[src/rtl/cpu_dbg_pkg.sv]
// Shared encodings for the execution controller and the serial debug unit:
// command opcodes, controller states, halt causes and the core's reset PC.
package cpu_dbg_pkg;

  typedef enum logic [2:0] {
    OP_NOP     = 3'd0,
    OP_RUN     = 3'd1,
    OP_STEP    = 3'd2,
    OP_HALT    = 3'd3,
    OP_SET_BP  = 3'd4,
    OP_CLR_BP  = 3'd5,
    OP_CLR_CNT = 3'd6,
    OP_RSVD    = 3'd7
  } cmd_op_e;

  typedef enum logic [1:0] {
    ST_HALT  = 2'd0,
    ST_RUN   = 2'd1,
    ST_STEP  = 2'd2,
    ST_DRAIN = 2'd3
  } exec_state_e;

  typedef enum logic [1:0] {
    CAUSE_RESET      = 2'd0,
    CAUSE_HALT_CMD   = 2'd1,
    CAUSE_STEP_DONE  = 2'd2,
    CAUSE_BREAKPOINT = 2'd3
  } halt_cause_e;

  // Breakpoints compare word addresses only (PC[31:2]).
  localparam int WADDR_W = 30;

  localparam logic [31:0] RESET_PC = 32'h0000_3000;

endpackage

[src/rtl/bp_match_bank.sv]
// PC breakpoint slots: word address plus enable per slot, compared in parallel
// against the core's next PC; the lowest matching slot wins.
module bp_match_bank
  import cpu_dbg_pkg::*;
#(
  parameter int NBP = 4,
  localparam int IDX_W = (NBP > 1) ? $clog2(NBP) : 1
) (
  input  logic               clk_cpu,
  input  logic               rstn,
  input  logic               wr_en,
  input  logic               clr_en,
  input  logic [IDX_W-1:0]   wr_idx,
  input  logic [WADDR_W-1:0] wr_addr,
  input  logic [WADDR_W-1:0] chk_addr,
  output logic               hit,
  output logic [IDX_W-1:0]   idx
);

  logic [WADDR_W-1:0] addr_q [NBP];
  logic [WADDR_W-1:0] addr_d [NBP];
  logic [NBP-1:0]     en_q;
  logic [NBP-1:0]     en_d;
  logic [NBP-1:0]     match;

  always_comb begin
    en_d   = en_q;
    addr_d = addr_q;
    for (int i = 0; i < NBP; i++) begin
      if (wr_idx == IDX_W'(i)) begin
        if (wr_en) begin
          addr_d[i] = wr_addr;
          en_d[i]   = 1'b1;
        end else if (clr_en) begin
          en_d[i] = 1'b0;
        end
      end
    end
  end

  // Addresses are only meaningful while enabled, so they carry no reset.
  always_ff @(posedge clk_cpu) begin
    addr_q <= addr_d;
  end

  always_ff @(posedge clk_cpu or negedge rstn) begin
    if (!rstn) begin
      en_q <= '0;
    end else begin
      en_q <= en_d;
    end
  end

  always_comb begin
    match = '0;
    idx   = '0;
    for (int i = 0; i < NBP; i++) begin
      match[i] = en_q[i] && (addr_q[i] == chk_addr);
    end
    hit = |match;
    // Walk downwards so the lowest matching slot is the last one written.
    for (int i = NBP - 1; i >= 0; i--) begin
      if (match[i]) idx = IDX_W'(i);
    end
  end

endmodule

[src/rtl/cpu_exec_ctrl.sv]
// Execution controller: owns the core's commit enable and the debug-port select,
// sequencing halt / run / N-step / breakpoint stop with a one-cycle drain.
module cpu_exec_ctrl
  import cpu_dbg_pkg::*;
#(
  parameter int NBP   = 4,
  parameter int CNT_W = 16,
  localparam int IDX_W = (NBP > 1) ? $clog2(NBP) : 1
) (
  input  logic             clk_cpu,
  input  logic             rstn,
  input  logic             cmd_valid,
  output logic             cmd_ready,
  input  logic [2:0]       cmd_op,
  input  logic [IDX_W-1:0] cmd_idx,
  input  logic [31:0]      cmd_data,
  output logic             cmd_err,
  input  logic [31:0]      npc,
  output logic             cpu_en,
  output logic             debug,
  output logic             halted,
  output logic [1:0]       halt_cause,
  output logic [IDX_W-1:0] bp_idx,
  output logic [31:0]      instr_cnt
);

  exec_state_e      state_q, state_d;
  halt_cause_e      cause_q, cause_d;
  logic [CNT_W-1:0] cnt_q, cnt_d;
  logic [IDX_W-1:0] bp_idx_q, bp_idx_d;
  logic [31:0]      instr_cnt_q, instr_cnt_d;
  logic             cpu_en_q, cpu_en_d;
  logic             debug_q, debug_d;
  logic             halted_q, halted_d;
  logic             cmd_ready_q, cmd_ready_d;
  logic             cmd_err_q, cmd_err_d;

  cmd_op_e          op;
  logic             accept;
  logic [CNT_W-1:0] step_n;
  logic             bp_wr;
  logic             bp_clr;
  logic             cnt_clr;
  logic             bp_hit;
  logic [IDX_W-1:0] hit_idx;
  logic             unused_npc_lsb;

  assign op             = cmd_op_e'(cmd_op);
  assign accept         = cmd_valid & cmd_ready_q;
  assign step_n         = (cmd_data[CNT_W-1:0] == '0) ? CNT_W'(1) : cmd_data[CNT_W-1:0];
  assign unused_npc_lsb = ^npc[1:0];

  bp_match_bank #(
    .NBP (NBP)
  ) u_bp_bank (
    .clk_cpu  (clk_cpu),
    .rstn     (rstn),
    .wr_en    (bp_wr),
    .clr_en   (bp_clr),
    .wr_idx   (cmd_idx),
    .wr_addr  (cmd_data[31:2]),
    .chk_addr (npc[31:2]),
    .hit      (bp_hit),
    .idx      (hit_idx)
  );

  always_comb begin
    state_d   = state_q;
    cnt_d     = cnt_q;
    cause_d   = cause_q;
    bp_idx_d  = bp_idx_q;
    cmd_err_d = 1'b0;
    bp_wr     = 1'b0;
    bp_clr    = 1'b0;
    cnt_clr   = 1'b0;

    unique case (state_q)
      ST_HALT: begin
        if (accept) begin
          case (op)
            OP_RUN:     state_d = ST_RUN;
            OP_STEP: begin
              cnt_d   = step_n;
              state_d = ST_STEP;
            end
            OP_SET_BP:  bp_wr     = 1'b1;
            OP_CLR_BP:  bp_clr    = 1'b1;
            OP_CLR_CNT: cnt_clr   = 1'b1;
            OP_RSVD:    cmd_err_d = 1'b1;
            default: ;
          endcase
        end
      end
      ST_RUN: begin
        if (accept) begin
          case (op)
            OP_HALT: begin
              state_d = ST_DRAIN;
              cause_d = CAUSE_HALT_CMD;
            end
            OP_SET_BP:  bp_wr   = 1'b1;
            OP_CLR_BP:  bp_clr  = 1'b1;
            OP_CLR_CNT: cnt_clr = 1'b1;
            OP_RUN, OP_STEP, OP_RSVD: cmd_err_d = 1'b1;
            default: ;
          endcase
        end
      end
      ST_STEP: begin
        cnt_d = cnt_q - CNT_W'(1);
        if (cnt_q <= CNT_W'(1)) begin
          state_d = ST_DRAIN;
          cause_d = CAUSE_STEP_DONE;
        end
      end
      ST_DRAIN: state_d = ST_HALT;
      default:  state_d = ST_HALT;
    endcase

    // A breakpoint on the next PC outranks both a HALT command and step completion.
    if (bp_hit && (state_q == ST_RUN || state_q == ST_STEP)) begin
      state_d  = ST_DRAIN;
      cause_d  = CAUSE_BREAKPOINT;
      bp_idx_d = hit_idx;
    end

    cpu_en_d    = (state_d == ST_RUN) || (state_d == ST_STEP);
    debug_d     = (state_d == ST_HALT);
    halted_d    = (state_d == ST_HALT);
    cmd_ready_d = (state_d == ST_HALT) || (state_d == ST_RUN);

    if (cnt_clr) begin
      instr_cnt_d = '0;
    end else if (cpu_en_q) begin
      instr_cnt_d = instr_cnt_q + 32'd1;
    end else begin
      instr_cnt_d = instr_cnt_q;
    end
  end

  always_ff @(posedge clk_cpu or negedge rstn) begin
    if (!rstn) begin
      state_q     <= ST_HALT;
      cnt_q       <= '0;
      cause_q     <= CAUSE_RESET;
      bp_idx_q    <= '0;
      instr_cnt_q <= '0;
      cpu_en_q    <= 1'b0;
      debug_q     <= 1'b1;
      halted_q    <= 1'b1;
      cmd_ready_q <= 1'b1;
      cmd_err_q   <= 1'b0;
    end else begin
      state_q     <= state_d;
      cnt_q       <= cnt_d;
      cause_q     <= cause_d;
      bp_idx_q    <= bp_idx_d;
      instr_cnt_q <= instr_cnt_d;
      cpu_en_q    <= cpu_en_d;
      debug_q     <= debug_d;
      halted_q    <= halted_d;
      cmd_ready_q <= cmd_ready_d;
      cmd_err_q   <= cmd_err_d;
    end
  end

  assign cpu_en     = cpu_en_q;
  assign debug      = debug_q;
  assign halted     = halted_q;
  assign cmd_ready  = cmd_ready_q;
  assign cmd_err    = cmd_err_q;
  assign halt_cause = cause_q;
  assign bp_idx     = bp_idx_q;
  assign instr_cnt  = instr_cnt_q;

endmodule

[config.mk]
export PLATFORM = sky130hd
export DESIGN_NAME = cpu_exec_ctrl
export DESIGN_NICKNAME = d
export VERILOG_FILES = /design/src/rtl/cpu_dbg_pkg.sv /design/src/rtl/bp_match_bank.sv /design/src/rtl/cpu_exec_ctrl.sv
export SDC_FILE = /design/constraint.sdc
export NUM_CORES = 1
export LEC_CHECK = 0
export ABC_AREA = 1
export BUFFER_PORTS_ARGS = -buffer_cell sky130_fd_sc_hd__buf_2
export CORE_ASPECT_RATIO = 1.75
export CORE_UTILIZATION = 40
export DETAILED_ROUTE_END_ITERATION = 10
export PLACE_DENSITY = 0.6
export SLEW_MARGIN = 10
export SYNTH_ARGS = -nofsm -noshare
export SYNTH_HDL_FRONTEND = slang
export SYNTH_SLANG_ARGS = --single-unit
[constraint.sdc]
create_clock -name clk_cpu -period 4.4 [get_ports clk_cpu]
set_input_delay 0.66 -clock clk_cpu [delete_from_list [all_inputs] [get_ports clk_cpu]]
set_output_delay 0.66 -clock clk_cpu [all_outputs]
set_load 0.03 [all_outputs]
==> results.md <==
* Syn Nets at 1,446
* Post-layout util at 46.9%
* Core Rows at between 70 and 80
* Largest net degree at the start of global routing at 39
* Min cycle time layout at 2.70 ns
* Clock slew at reported path FFs at roughly 0.07 ns
* Fin cells at 1,822
* Die Width at 123 um
* Global-route wire length before repair at ~52,000 um
* Post-route clock period utilization at ~61%
* Num CTS Buffers at 17
* Async set-reset flop share out of synthesis at about a third
* Register Area at ~5200 um2
* Finished Cell Area at 11,800 um2
* Max Cap Viol at 0
* Ports at 113
* Initial antenna violation count at 2
* Cells after Synth at 1,366
* Arrival time worst endpoint at 2.83 ns
* Post-cts resize count at 0
* Initial DRT Pass Iterations at 5
* CTS tree: yes
* Clock Skew at 0.00845 ns
* Final GP Congestion at a little under 1
* H-tree Lvls at 4
* Total die area at around 26,000 um2
* Synth warn at 0
* Commonest non-fill, non-tap cell in the layout: nand2_1
* Layout area overhead at 15.2%
* Fill cells at 2,599
* Hold_ws at between 0.15 and 0.2 ns
* Die Y-Extent at 214 um
* Slew margin rel. at 51.4%
* Sequential fraction of the synthesis area at between 50% and 60%
* Nets at between 1,500 and 2,000
* Vias at 9,122
* Core area at 25,200 um2
* Outcome: complete, no violations
* Later-pin clock latency in the skew report at 0.47 ns
* HP Class: primary input to async pin
* RSZ-0062 raised after global routing: false
* Post-synthesis cell area at between 10,000 and 15,000 um2
* Area post-placement at 11,200 um2
* Largest cells by area after synthesis: edfxtp_1, nand2_1, dfrtp_1
* Final Hold Viols at 0
* Most frequent cells in the layout: nand2_1, inv_1, nor2_1, edfxtp_1, buf_2
* Dpl cells at 1,789
* Final setup violation count at 0
* Clk buf depth at 2
* Clk root buf: clkbuf_16
* Post-DR wirelength/cell at around 19 um
* Synth top area share at a little over a third
* Total negative slack at 0 ns
* Overflow after GRT at 0
* Dominant cell type by area after synthesis: edfxtp_1
* Crit path launch type: flip-flop
* Worst slew pin tran at around 0.72 ns
* Max FO, Critical Path at 16
* Post-CTS Setup Bufs at 0
* Lkg Pwr at 5.84 nW
* Final setup margin at 1.70 ns
* Number of global-route vias before repair at 9,350
* All-Layer GR Usage at 28.0%
* Fin. max-slew vios at 0
* Detail Route Antenna Nets at 0
* Pwr dens at about 440 nW/um2
* Placement Setup Slack at about 1.4 ns
* Final total power at 5.19 mW
* DR iter-0 viols at 560
* CTS Hold Bufs at 0
* Syn Area/Cell at 7.52 um2
* Max rail drop VDD at 0.334 mV
* Critical Path RT at roughly 4.5 ns
* Number of synthesized flops with an enable pin at 120
* Layout cells sized above 1 at 12.0%
* Area of the multi-input gates at between 4000 and 5000 um2
* Netlist cell types at 50
* DRC Markers at 0
* CTS Sinks at 182
* Dpl hpwl at 28,100 um
* Primary FF master, synth: edfxtp_1
* FF+latch count, synth at 182
* Critical path class: flip-flop to flip-flop
* Via density at 5.01
* Final wirelength at 34,500 um
* PortBufs at 110
* CP Capture Type: flip-flop
* F_max at 371 MHz
* Initial core utilization at 40.7%
-- worst max-delay path: stages, from the launching register on --
cell	delay, ns
dfrtp_1	0.40
inv_1	0.11
ha_1	0.22
inv_1	0.05
nand2_1	0.11
nand4_1	0.42
nor2_4	0.63
buf_4	0.42
-- flip-flops by register name, indices dropped and copies added (netlist names) --
name              count
u_bp_bank.addr_q    120
instr_cnt            32
state_q               2
halt_cause            2
u_bp_bank.en_q        4
cnt_q                16
cmd_ready             1
bp_idx                2
halted                1
cmd_err               1
cpu_en                1
-- Yosys cell counts (all sizes together), types with 2 or more instances --
cell	n
a31oi	4
nor4	6
a211oi	3
o21ai	45
ha	8
o22ai	4
xnor2	8
xor2	8
o21a	2
or2	3
nand4	33
dfstp	2
and2	2
a2bb2oi	2
a22oi	2
nand2	512
nor3	20
edfxtp	120
nand3	38
a21oi	36
clkbuf	4
inv	222
buf	6
dfrtp	60
nor2	204
-- layout make-up --
cell class                 count  share of cell area (%)
sequential                   182                    43.6
multi-input combinational    952                    35.9
timing repair buffer         117                    5.10
clock buffer                  18                    3.63
clock inverter                14                    1.32
antenna                        1                  0.0212
tap                          316                    3.34
inverter                     222                    7.04
-- logic make-up (layout without fill, tap and decap cells) --
group	Yosys count	count (layout)	synth area share, %
other cells	0	1	0
xor+xnor	16	16	1.36
fa+ha+maj	8	8	0.975
flops	182	182	50.2
buf+inv	232	371	8.59
simple gates	821	821	33.0
compound gates	107	107	5.87
-- where the power goes --
| group | internal [mW] | leakage (nW) | switching, mW |
|---|---|---|---|
| combinational | 0.453 | 3.70 | 0.953 |
| sequential | 2.03 | 1.87 | 0.199 |
| clock | 0.885 | 0.279 | 0.669 |
-- worst paths after layout --
check / startpoint / end / slack, ns / cells past startpoint
worst max-delay path: state_q[0]$_DFF_PN0_ / u_bp_bank.addr_q[28]$_DFFE_PP_ / 1.70 / 7
worst min-delay path: rstn / instr_cnt[30]$_DFFE_PN0P_ / 0.19 / 1
min in group clk_cpu: cmd_data[28] / u_bp_bank.addr_q[116]$_DFFE_PP_ / 0.41 / 1
worst max register to register: state_q[0]$_DFF_PN0_ / u_bp_bank.addr_q[28]$_DFFE_PP_ / 1.70 / 7
max in group asynchronous: rstn / halted$_DFF_PN1_ / 3.26 / 2
worst min register to register: bp_idx[0]$_DFFE_PN0P_ / bp_idx[0]$_DFFE_PN0P_ / 0.48 / 2
-- routing by layer --
metal	up-vias	GRT usage, %	routed length [um]
met1	4204	26.6	11600
met2	269	52.0	19000
met5	-	0	10
met4	2	19.6	2460
li1	4551	-	-
met3	96	5.68	1540
(Power assumes the default switching activity.)
